[src/rtl/inst_fetch_ctrl_pkg.sv]
// Shared types for the instruction fetch controller: FSM encoding, fetch entry record, buffer depth.
// Buffer depth follows INST_BUF_EN (4-entry FIFO when defined, single holding register otherwise).
package inst_fetch_ctrl_pkg;

  typedef enum logic [1:0] {
    ST_IDLE    = 2'd0,
    ST_REQ     = 2'd1,
    ST_DISCARD = 2'd2
  } fetch_state_t;

  typedef struct packed {
    logic [31:0] pc;
    logic [31:0] inst;
    logic [31:0] exc;
  } fetch_entry_t;

`ifdef INST_BUF_EN
  localparam int FETCH_BUF_DEPTH = 4;
`else
  localparam int FETCH_BUF_DEPTH = 1;
`endif

  localparam int FETCH_CNT_W = $clog2(FETCH_BUF_DEPTH + 1);
  localparam logic [31:0] EXC_NONE = 32'h0;

endpackage

[src/rtl/inst_fetch_ctrl_if.sv]
// Fetch controller bundle: PC offer, I-cache request/response, redirect/stall and decode-side head entry.
// master drives the PC/cache/decode side, slave is the fetch controller.
interface inst_fetch_ctrl_if;
  logic [31:0] pc_i;
  logic        pc_valid_i;
  logic        pc_ready_o;
  logic [31:0] exception_type_i;
  logic        inst_ren_o;
  logic [31:0] inst_addr_o;
  logic        inst_ok_i;
  logic [31:0] inst_i;
  logic        flush_i;
  logic        id_stall_i;
  logic [31:0] pc_o;
  logic [31:0] inst_o;
  logic [31:0] exception_type_o;
  logic        inst_valid_o;
  logic        fetch_stall_o;

  modport master (
    output pc_i, pc_valid_i, exception_type_i, inst_ok_i, inst_i, flush_i, id_stall_i,
    input  pc_ready_o, inst_ren_o, inst_addr_o, pc_o, inst_o, exception_type_o,
           inst_valid_o, fetch_stall_o
  );

  modport slave (
    input  pc_i, pc_valid_i, exception_type_i, inst_ok_i, inst_i, flush_i, id_stall_i,
    output pc_ready_o, inst_ren_o, inst_addr_o, pc_o, inst_o, exception_type_o,
           inst_valid_o, fetch_stall_o
  );
endinterface

[src/rtl/inst_fetch_buf.sv]
// Fetch entry FIFO with wrap-around pointers; two ordered write ports (a older than b), one read port.
// Latency: a push is visible at the head the next cycle. Backpressure: caller must not push past DEPTH.
// Flush empties it in one cycle; a pop on empty is ignored.
module inst_fetch_buf
  import inst_fetch_ctrl_pkg::*;
#(
  parameter int DEPTH = FETCH_BUF_DEPTH
) (
  input  logic                         clk,
  input  logic                         rst,
  input  logic                         i_flush,
  input  logic                         i_push_a,
  input  fetch_entry_t                 i_push_a_dat,
  input  logic                         i_push_b,
  input  fetch_entry_t                 i_push_b_dat,
  input  logic                         i_pop,
  output fetch_entry_t                 o_head_dat,
  output logic                         o_full,
  output logic                         o_empty,
  output logic [$clog2(DEPTH+1)-1:0]   o_count
);
  localparam int PTR_W = (DEPTH > 1) ? $clog2(DEPTH) : 1;
  localparam int CNT_W = $clog2(DEPTH + 1);

  fetch_entry_t       r_mem [DEPTH];
  logic [PTR_W-1:0]   r_wr_ptr, r_rd_ptr;
  logic [CNT_W-1:0]   r_count;
  logic [PTR_W-1:0]   w_wr_nxt, w_rd_nxt, w_b_slot;
  logic [CNT_W-1:0]   w_count_nxt;
  logic               w_pop;

  function automatic logic [PTR_W-1:0] ptr_inc(input logic [PTR_W-1:0] p);
    if (p == PTR_W'(DEPTH - 1)) return '0;
    return p + 1'b1;
  endfunction

  always_comb begin
    w_pop       = i_pop & ~o_empty;
    w_b_slot    = i_push_a ? ptr_inc(r_wr_ptr) : r_wr_ptr;
    w_wr_nxt    = r_wr_ptr;
    if (i_push_a) w_wr_nxt = ptr_inc(w_wr_nxt);
    if (i_push_b) w_wr_nxt = ptr_inc(w_wr_nxt);
    w_rd_nxt    = w_pop ? ptr_inc(r_rd_ptr) : r_rd_ptr;
    w_count_nxt = r_count + CNT_W'(i_push_a) + CNT_W'(i_push_b) - CNT_W'(w_pop);
  end

  always_ff @(posedge clk) begin
    if (rst || i_flush) begin
      r_wr_ptr <= '0;
      r_rd_ptr <= '0;
      r_count  <= '0;
    end else begin
      r_wr_ptr <= w_wr_nxt;
      r_rd_ptr <= w_rd_nxt;
      r_count  <= w_count_nxt;
    end
  end

  // Storage needs no reset: the head is only meaningful while count is nonzero.
  always_ff @(posedge clk) begin
    if (!rst && !i_flush) begin
      if (i_push_a) r_mem[r_wr_ptr] <= i_push_a_dat;
      if (i_push_b) r_mem[w_b_slot] <= i_push_b_dat;
    end
  end

  assign o_head_dat = r_mem[r_rd_ptr];
  assign o_full     = (r_count == CNT_W'(DEPTH));
  assign o_empty    = (r_count == '0);
  assign o_count    = r_count;

endmodule

[src/rtl/inst_fetch_ctrl.sv]
// Instruction fetch controller: accepts PCs, issues one I-cache read at a time, queues entries for decode.
// Latency: entry visible to decode the cycle after cache completion (or after accepting a faulted PC).
// Backpressure: pc_ready_o only when a buffer slot is reserved; INST_BUF_EN selects 4-deep vs 1-deep buffer.
module inst_fetch_ctrl
  import inst_fetch_ctrl_pkg::*;
(
  input  logic               clk,
  input  logic               rst,
  inst_fetch_ctrl_if.slave   bus
);
  fetch_state_t              r_state;
  logic                      r_ren;
  logic [31:0]               r_addr;

  fetch_entry_t              w_head, w_cmpl_dat, w_fault_dat;
  logic                      w_full, w_empty, w_room2;
  logic [FETCH_CNT_W-1:0]    w_count;
  logic                      w_in_idle, w_in_req, w_pc_ready, w_accept, w_fault;
  logic                      w_fetch, w_cmpl, w_push_fault, w_valid, w_pop;

  assign w_in_idle    = (r_state == ST_IDLE);
  assign w_in_req     = (r_state == ST_REQ);
  assign w_room2      = (32'(w_count) + 32'd2) <= 32'(FETCH_BUF_DEPTH);
  // A new PC is taken only when a slot is free for it on top of the completing read.
  assign w_pc_ready   = ~bus.flush_i &
                        ((w_in_idle & ~w_full) | (w_in_req & bus.inst_ok_i & w_room2));
  assign w_accept     = bus.pc_valid_i & w_pc_ready;
  assign w_fault      = (bus.exception_type_i != EXC_NONE);
  assign w_fetch      = w_accept & ~w_fault;
  assign w_push_fault = w_accept & w_fault;
  assign w_cmpl       = w_in_req & bus.inst_ok_i & ~bus.flush_i;
  assign w_valid      = ~w_empty;
  assign w_pop        = w_valid & ~bus.id_stall_i & ~bus.flush_i;

  always_comb begin
    w_cmpl_dat.pc    = r_addr;
    w_cmpl_dat.inst  = bus.inst_i;
    w_cmpl_dat.exc   = EXC_NONE;
    w_fault_dat.pc   = bus.pc_i;
    w_fault_dat.inst = 32'h0;
    w_fault_dat.exc  = bus.exception_type_i;
  end

  always_ff @(posedge clk) begin
    if (rst) begin
      r_state <= ST_IDLE;
      r_ren   <= 1'b0;
      r_addr  <= 32'h0;
    end else begin
      case (r_state)
        ST_IDLE: begin
          if (w_fetch) begin
            r_state <= ST_REQ;
            r_ren   <= 1'b1;
            r_addr  <= bus.pc_i;
          end
        end
        ST_REQ: begin
          if (bus.flush_i) begin
            if (bus.inst_ok_i) begin
              r_state <= ST_IDLE;
              r_ren   <= 1'b0;
            end else begin
              r_state <= ST_DISCARD;
            end
          end else if (bus.inst_ok_i) begin
            if (w_fetch) begin
              r_addr  <= bus.pc_i;
            end else begin
              r_state <= ST_IDLE;
              r_ren   <= 1'b0;
            end
          end
        end
        ST_DISCARD: begin
          if (bus.inst_ok_i) begin
            r_state <= ST_IDLE;
            r_ren   <= 1'b0;
          end
        end
        default: begin
          r_state <= ST_IDLE;
          r_ren   <= 1'b0;
        end
      endcase
    end
  end

  inst_fetch_buf #(.DEPTH(FETCH_BUF_DEPTH)) u_buf (
    .clk          (clk),
    .rst          (rst),
    .i_flush      (bus.flush_i),
    .i_push_a     (w_cmpl),
    .i_push_a_dat (w_cmpl_dat),
    .i_push_b     (w_push_fault),
    .i_push_b_dat (w_fault_dat),
    .i_pop        (w_pop),
    .o_head_dat   (w_head),
    .o_full       (w_full),
    .o_empty      (w_empty),
    .o_count      (w_count)
  );

  assign bus.pc_ready_o       = w_pc_ready;
  assign bus.inst_ren_o       = r_ren;
  assign bus.inst_addr_o      = r_addr;
  assign bus.inst_valid_o     = w_valid;
  assign bus.pc_o             = w_valid ? w_head.pc   : 32'h0;
  assign bus.inst_o           = w_valid ? w_head.inst : 32'h0;
  assign bus.exception_type_o = w_valid ? w_head.exc  : 32'h0;
  assign bus.fetch_stall_o    = w_empty & r_ren;

endmodule

[src/flat_wrapper.sv]
// flat-port wrapper written by rule: the top's interface ports become plain ports
module inst_fetch_ctrl_flat import inst_fetch_ctrl_pkg::*;
  (clk, rst, bus_pc_i, bus_pc_valid_i, bus_exception_type_i, bus_inst_ok_i, bus_inst_i, bus_flush_i, bus_id_stall_i, bus_pc_ready_o, bus_inst_ren_o, bus_inst_addr_o, bus_pc_o, bus_inst_o, bus_exception_type_o, bus_inst_valid_o, bus_fetch_stall_o);
  inst_fetch_ctrl_if bus_i ();
  input  logic clk;
  input  logic rst;
  input wire logic [$bits(bus_i.pc_i)-1:0] bus_pc_i;
  input wire logic [$bits(bus_i.pc_valid_i)-1:0] bus_pc_valid_i;
  input wire logic [$bits(bus_i.exception_type_i)-1:0] bus_exception_type_i;
  input wire logic [$bits(bus_i.inst_ok_i)-1:0] bus_inst_ok_i;
  input wire logic [$bits(bus_i.inst_i)-1:0] bus_inst_i;
  input wire logic [$bits(bus_i.flush_i)-1:0] bus_flush_i;
  input wire logic [$bits(bus_i.id_stall_i)-1:0] bus_id_stall_i;
  output wire logic [$bits(bus_i.pc_ready_o)-1:0] bus_pc_ready_o;
  output wire logic [$bits(bus_i.inst_ren_o)-1:0] bus_inst_ren_o;
  output wire logic [$bits(bus_i.inst_addr_o)-1:0] bus_inst_addr_o;
  output wire logic [$bits(bus_i.pc_o)-1:0] bus_pc_o;
  output wire logic [$bits(bus_i.inst_o)-1:0] bus_inst_o;
  output wire logic [$bits(bus_i.exception_type_o)-1:0] bus_exception_type_o;
  output wire logic [$bits(bus_i.inst_valid_o)-1:0] bus_inst_valid_o;
  output wire logic [$bits(bus_i.fetch_stall_o)-1:0] bus_fetch_stall_o;
  assign bus_i.pc_i = bus_pc_i;
  assign bus_i.pc_valid_i = bus_pc_valid_i;
  assign bus_i.exception_type_i = bus_exception_type_i;
  assign bus_i.inst_ok_i = bus_inst_ok_i;
  assign bus_i.inst_i = bus_inst_i;
  assign bus_i.flush_i = bus_flush_i;
  assign bus_i.id_stall_i = bus_id_stall_i;
  assign bus_pc_ready_o = bus_i.pc_ready_o;
  assign bus_inst_ren_o = bus_i.inst_ren_o;
  assign bus_inst_addr_o = bus_i.inst_addr_o;
  assign bus_pc_o = bus_i.pc_o;
  assign bus_inst_o = bus_i.inst_o;
  assign bus_exception_type_o = bus_i.exception_type_o;
  assign bus_inst_valid_o = bus_i.inst_valid_o;
  assign bus_fetch_stall_o = bus_i.fetch_stall_o;
  inst_fetch_ctrl u_core (.clk(clk), .rst(rst), .bus(bus_i));
endmodule
[config.mk]
export PLATFORM = sky130hd
export DESIGN_NAME = inst_fetch_ctrl_flat
export DESIGN_NICKNAME = d
export VERILOG_FILES = /design/src/rtl/inst_fetch_ctrl_pkg.sv /design/src/rtl/inst_fetch_ctrl_if.sv /design/src/rtl/inst_fetch_buf.sv /design/src/rtl/inst_fetch_ctrl.sv /design/src/flat_wrapper.sv
export SDC_FILE = /design/constraint.sdc
export NUM_CORES = 1
export LEC_CHECK = 0
export ABC_CLOCK_PERIOD_IN_PS = 14300
export CORE_ASPECT_RATIO = 1.5
export CORE_MARGIN = 10
export CORE_UTILIZATION = 45
export CTS_BUF_LIST = sky130_fd_sc_hd__clkbuf_4
export DETAILED_ROUTE_END_ITERATION = 8
export GPL_TIMING_DRIVEN = 1
export PLACE_DENSITY = 0.92
export RECOVER_POWER = 50
export SLEW_MARGIN = 30
export SYNTH_ARGS = -nofsm -noshare
export SYNTH_HDL_FRONTEND = slang
export SYNTH_SLANG_ARGS = --single-unit
[constraint.sdc]
create_clock -name clk -period 14.3 [get_ports clk]
set_clock_uncertainty 0.05 [all_clocks]
set_input_delay 4.29 -clock clk [delete_from_list [all_inputs] [get_ports clk]]
set_output_delay 4.29 -clock clk [all_outputs]
set_load 0.03 [all_outputs]
# After elaboration in Yosys (flattened, before gate mapping)
# Memory sizes are Yosys's and may differ from the RTL's.
# Cells that the tools add are included.
# totals
input_bits,102
regBits,36
output_inout_bits,132
elab_cells,74
ram_bits,96
n_memories,1
# classes
eq_ne,8
mux,28
add_sub_neg,4
n_lt_le_gt_ge,1
n_reduce_logical,11
bitwise,17
# mem_list
memory,words,width,rd,rd_ports_with_merged_regs,wr,line,text
u_core.u_buf.r_mem,1,96,1,0,1,inst_fetch_buf.sv:25,fetch_entry_t r_mem [DEPTH];
# op_table
cell,n
32-bit 2-to-1 mux,6
96-bit 2-to-1 mux,1
96-bit OR reduction,1
32-bit one-hot mux with 2 select lines,1
"32-bit by 1-bit less-or-equal comparator with 1-bit output, second input constant",1
32-bit nonzero test,1
1-bit bitwise AND,12
1-bit 2-to-1 mux,12
2-bit 2-to-1 mux,6
"2-bit != test, second input constant",4
"3-bit != test, second input constant",2
2-bit one-hot mux with 3 select lines,1
3-bit AND reduction,2
1-bit NOT,4
4-bit AND reduction,1
"1-bit by 2-bit adder with 3-bit output, second input constant",1
1-bit one-hot mux with 3 select lines,1
1-bit adder,2
"2-bit by 1-bit == test with 1-bit output, second input constant",1
"2-bit == test, second input constant",1
1-bit logical NOT,2
2-bit logical NOT,1
2-bit nonzero test,1
1-bit logical AND,1
other kinds (3),3

# Longest topological paths before layout
# logic_depth
word_depth,12
mapped_depth,7
ltp_nobuf,4

# By module
# From an unflattened synthesis, not the netlist that was laid out.
# unflattened
hier_cells,465
area_unflattened_um2,6204.7
# by_module_without_submodules
mod,cells_per_inst,instances,area_each_um2,seq_area_each_um2
inst_fetch_buf,212,1,4122.7,2902.8
inst_fetch_ctrl,253,1,2082.0,700.7

# Least setup slack after synthesis
# Ideal clock, no wire load.
# synth_path
path_type,input to register
start,input bus_flush_i
end,"memory u_core.u_buf.r_mem[0][0] (netlist name), enable pin"
setup_slack_ns,1.369
setup_time_ns,0.697
stages,5
path_buffers,1
arrival_ns,12.184
required_time_ns,13.553
path_cell_list,nor4_4 -> and2_1 -> clkbuf_1 -> o21ai_0 -> a21boi_0
# synth_via
elab_chain_len,9
word_cells_on_any_way,15
classes_between,mux: 7; bitwise: 5; reduce/logical: 3
# synth_rtl
item,line,text
start: declaration,flat_wrapper.sv:12,input wire logic [$bits(bus_i.flush_i)-1:0] bus_flush_i;
1-bit NOT,"inst_fetch_ctrl.sv:25, inst_fetch_ctrl.sv:31",
1-bit bitwise AND,inst_fetch_ctrl.sv:25,assign w_pc_ready = ~bus.flush_i &
1-bit bitwise AND,inst_fetch_ctrl.sv:27,assign w_accept = bus.pc_valid_i & w_pc_ready;
1-bit bitwise AND,inst_fetch_ctrl.sv:30,assign w_push_fault = w_accept & w_fault;
1-bit 2-to-1 mux,inst_fetch_buf.sv:63,if (i_push_b) r_mem[w_b_slot] <= i_push_b_dat;
1-bit 2-to-1 mux,inst_fetch_buf.sv:61,if (!rst && !i_flush) begin
1-bit 2-to-1 mux (not written as such),inst_fetch_buf.sv:63,
96-bit OR reduction (no line),-,
1-bit 2-to-1 mux (no line) *,-,
end: declaration,inst_fetch_buf.sv:25,
# Every way passes the cells marked *; elsewhere a longest branch is shown, timed or not.

# Worst setup path after layout
# layout_path
start,input bus_flush_i
end,output bus_pc_ready_o
# layout_via
elab_chain_len,2
# layout_rtl
item,line,text
1-bit NOT,inst_fetch_ctrl.sv:25,
1-bit bitwise AND,inst_fetch_ctrl.sv:25,
end: declaration,flat_wrapper.sv:14,output wire logic [$bits(bus_i.pc_ready_o)-1:0] bus_pc_ready_o;
# No other way between the ends.

==> metrics <==
synth warn 0; Num Clock Sinks 132; Pleak ~3.2 nW; Crit path max-delay family buffers and inverters; Fin. Hold Viols 0; WP buf/inv 2; Post-CTS Setup Bufs 0; drt total wl 18700 µm; fin util 66.4%; Synth Area in Adders 0%; status finished with violations; Cells after DPL ~860; CTS tree built; Seq pwr share 57.1%; initial antenna violation count 3; hold path startpoint u_core.bus.inst_addr_o[22]$_SDFFE_PP0P_; main combinational cell family by area after synthesis simple AND/OR/NAND/NOR gates; Synth area leaders edfxtp_1, and2_1, dfxtp_1; pin slew with the least headroom to its limit 3.45 ns; total CTS buffers 17; Synth area leader edfxtp_1; total global-route track usage 19.4%; chip height 162 µm; Tmin final 10.44 ns; Synthesized Nets 605; dpl hpwl 13400 µm; num ports 234; PortBufs roughly 230; CTS root buf clkbuf_4; Area Overhead vs Synth 44.1%; most frequent cells in the layout clkdlybuf4s50_1, and2_1, edfxtp_1, dlygate4sd3_1, and2_0; Synth top area share 47.8%; CTS resizes 0; first-pass GRT wire length roughly 28000 µm; critical setup path kind in -> out; max cap viols 4; Clock Path Buffers 2; RSZ-0062 raised after global routing false; cells after synthesis roughly 500; Synth Register Bits 132; Worst-path clk slew 0.10 ns; Gate power share under 10%; WL/cell between 20 and 25 µm; most common cell after layout, fill and taps aside clkdlybuf4s50_1; Hold WC Path Type reg -> reg; clock network power share 34.2%; TNS Setup 0 ns; Reg2Reg Launch Point u_core.u_buf.o_count$_SDFF_PP0_; Vias/cell 5.42; drt initial violations ~300; Worst Path Required 9.96 ns; Placement Rows 51; critical path startpoint bus_flush_i; RePlAce Congestion 0.771; Synth Area in Compound Gates 8.18%; hold buffer count at cts 0; CP Capture Type output pin; Simple-Gate Fraction of Synth Area between 20% and 30%; register area share after synthesis 59.8%; Core Area 13100 µm²; Yosys cell types 28; Worst VDD drop 49.6 µV; Net Sw Frac 23.4%; PnR Total Power 0.723 mW; CP Max Fanout 5; fraction of layout cells with a size suffix above 1 9.40%; # DRC 0; Post-Syn Area 6030 µm²; syn_area_per_cell 12.0 µm²; DR vias just under 5k; FMAX 0.0958 GHz; P_int 0.554 mW; PwrDens 83.2 nW/µm²; Final Max Slew Viols 143; violated checks max-capacitance violations, max-slew violations; Clock Latency Late Sink 0.51 ns; critical path's largest stage delay 0.80 ns; Die W approximately 110 µm; Post-DRT Antenna Nets 0; Slew headroom -132%; # fillers 990; Worst EP arrival 6.10 ns; total grt overflow 0; H-tree depth 4; Psw roughly 0.17 mW; Tcrit/Tclk final approximately three quarters; CP max-delay cell clkdlybuf4s50_1; number of global-route vias before repair 5000; Final Net Count between 800 and 900; final non-filler cell area 8680 µm²; placed instance area 8460 µm²; initial core utilization a little under half; Worst setup SP type input port; # setup viols final 0; worst-path cell chain dlygate4sd3_1, nor4_1, clkdlybuf4s50_1; die area 18500 µm²; Final Non-Filler Cells 896; mux share of post-synthesis cell area 5.98%; pin count of the biggest net entering global routing 74; Synth Area in XOR/XNOR 0%; drt first pass iters 5
flip-flops by register name, summed over array words and instances, names as in the netlist:
signal,flops
u_core.r_state,2
u_core.bus.inst_addr_o,32
u_core.u_buf.o_count,1
u_core.u_buf.r_mem,96
u_core.bus.inst_ren_o,1
power by group through the flow:
stage | logic [mW] | registers, mW | clock network [mW]
2_1_floorplan | 0.0240 | 0.422 | 0
3_3_place_gp | 0.0624 | 0.421 | 0
3_5_place_dp | 0.0643 | 0.421 | 0
4_1_cts | 0.0649 | 0.413 | 0.253
5_1_grt | 0.0671 | 0.413 | 0.270
6_report | 0.0630 | 0.413 | 0.247
metal layers:
layer  track usage (%)  up-vias  wire length (µm)
li1                  -     2269                 -
met1              21.0     2306              6630
met2              33.6      240              9840
met3              5.24       41              1490
met4              9.60        0               686
met5                 0        -                 0
through the flow:
step | hold WS [ns] | setup slack (ns)
2_1_floorplan | 0.494 | 1.37
3_3_place_gp | 0.417 | 4.12
3_5_place_dp | 0.430 | 4.07
4_1_cts | 0.444 | 4.07
5_1_grt | 0.464 | 3.44
6_report | 0.440 | 3.86
cell type report:
type / count / area (µm²) / share of cell area (%)
clock inverters: 13 / 135 / 1.56
well taps: 159 / 199 / 2.29
flip-flops and latches: 132 / 3600 / 41.5
clock buffers: 19 / 143 / 1.64
repair buffers: 244 / 2400 / 27.6
diodes: 3 / 7.51 / 0.0865
multi-input cells: 326 / 2190 / 25.3
worst register-to-register path, delay by kind of cell, from the launching register on:
kind	cells	cell delay [ns]
AOI/OAI and AO/OA	2	2.71
DFF	1	0.67
and+or+nand+nor	2	0.79
buffers and inverters	1	1.03
kinds of logic after synthesis:
family | Yosys count
AND/OR/NAND/NOR | 219
flip-flops | 132
AO/OA/AOI/OAI | 75
buffers and inverters | 45
multiplexers | 32
synthesized netlist by cell type:
cell type  number
clkbuf_1       40
mux2_2         31
and3b_1         1
edfxtp_1       96
a21o_1          1
dfxtp_1        36
and2_1        161
a32oi_1         2
mux2_1          1
a2111oi_4       1
nand4_1        34
o211ai_1        1
nand3_1         1
a21oi_1        35
buf_2           1
nand2_1         2
nor2b_1         3
buf_1           1
o21ai_0         2
buf_6           3
nor2_1          3
o31ai_1        32
a21boi_0        1
and4_1          2
nor4_4          1
nand2_2         1
nor4_1          8
nor3_1          2
final timing paths:
kind                                        endpoint  slack, ns  cells after the start
max reg2reg      u_core.u_buf.r_mem[0][64]$_DFFE_PP_       8.60                      5
max                                   bus_pc_ready_o       3.86                      3
min          u_core.bus.inst_addr_o[22]$_SDFFE_PP0P_       0.44                      2
min reg2reg  u_core.bus.inst_addr_o[22]$_SDFFE_PP0P_       0.44                      2
(Power assumes the default switching activity.)
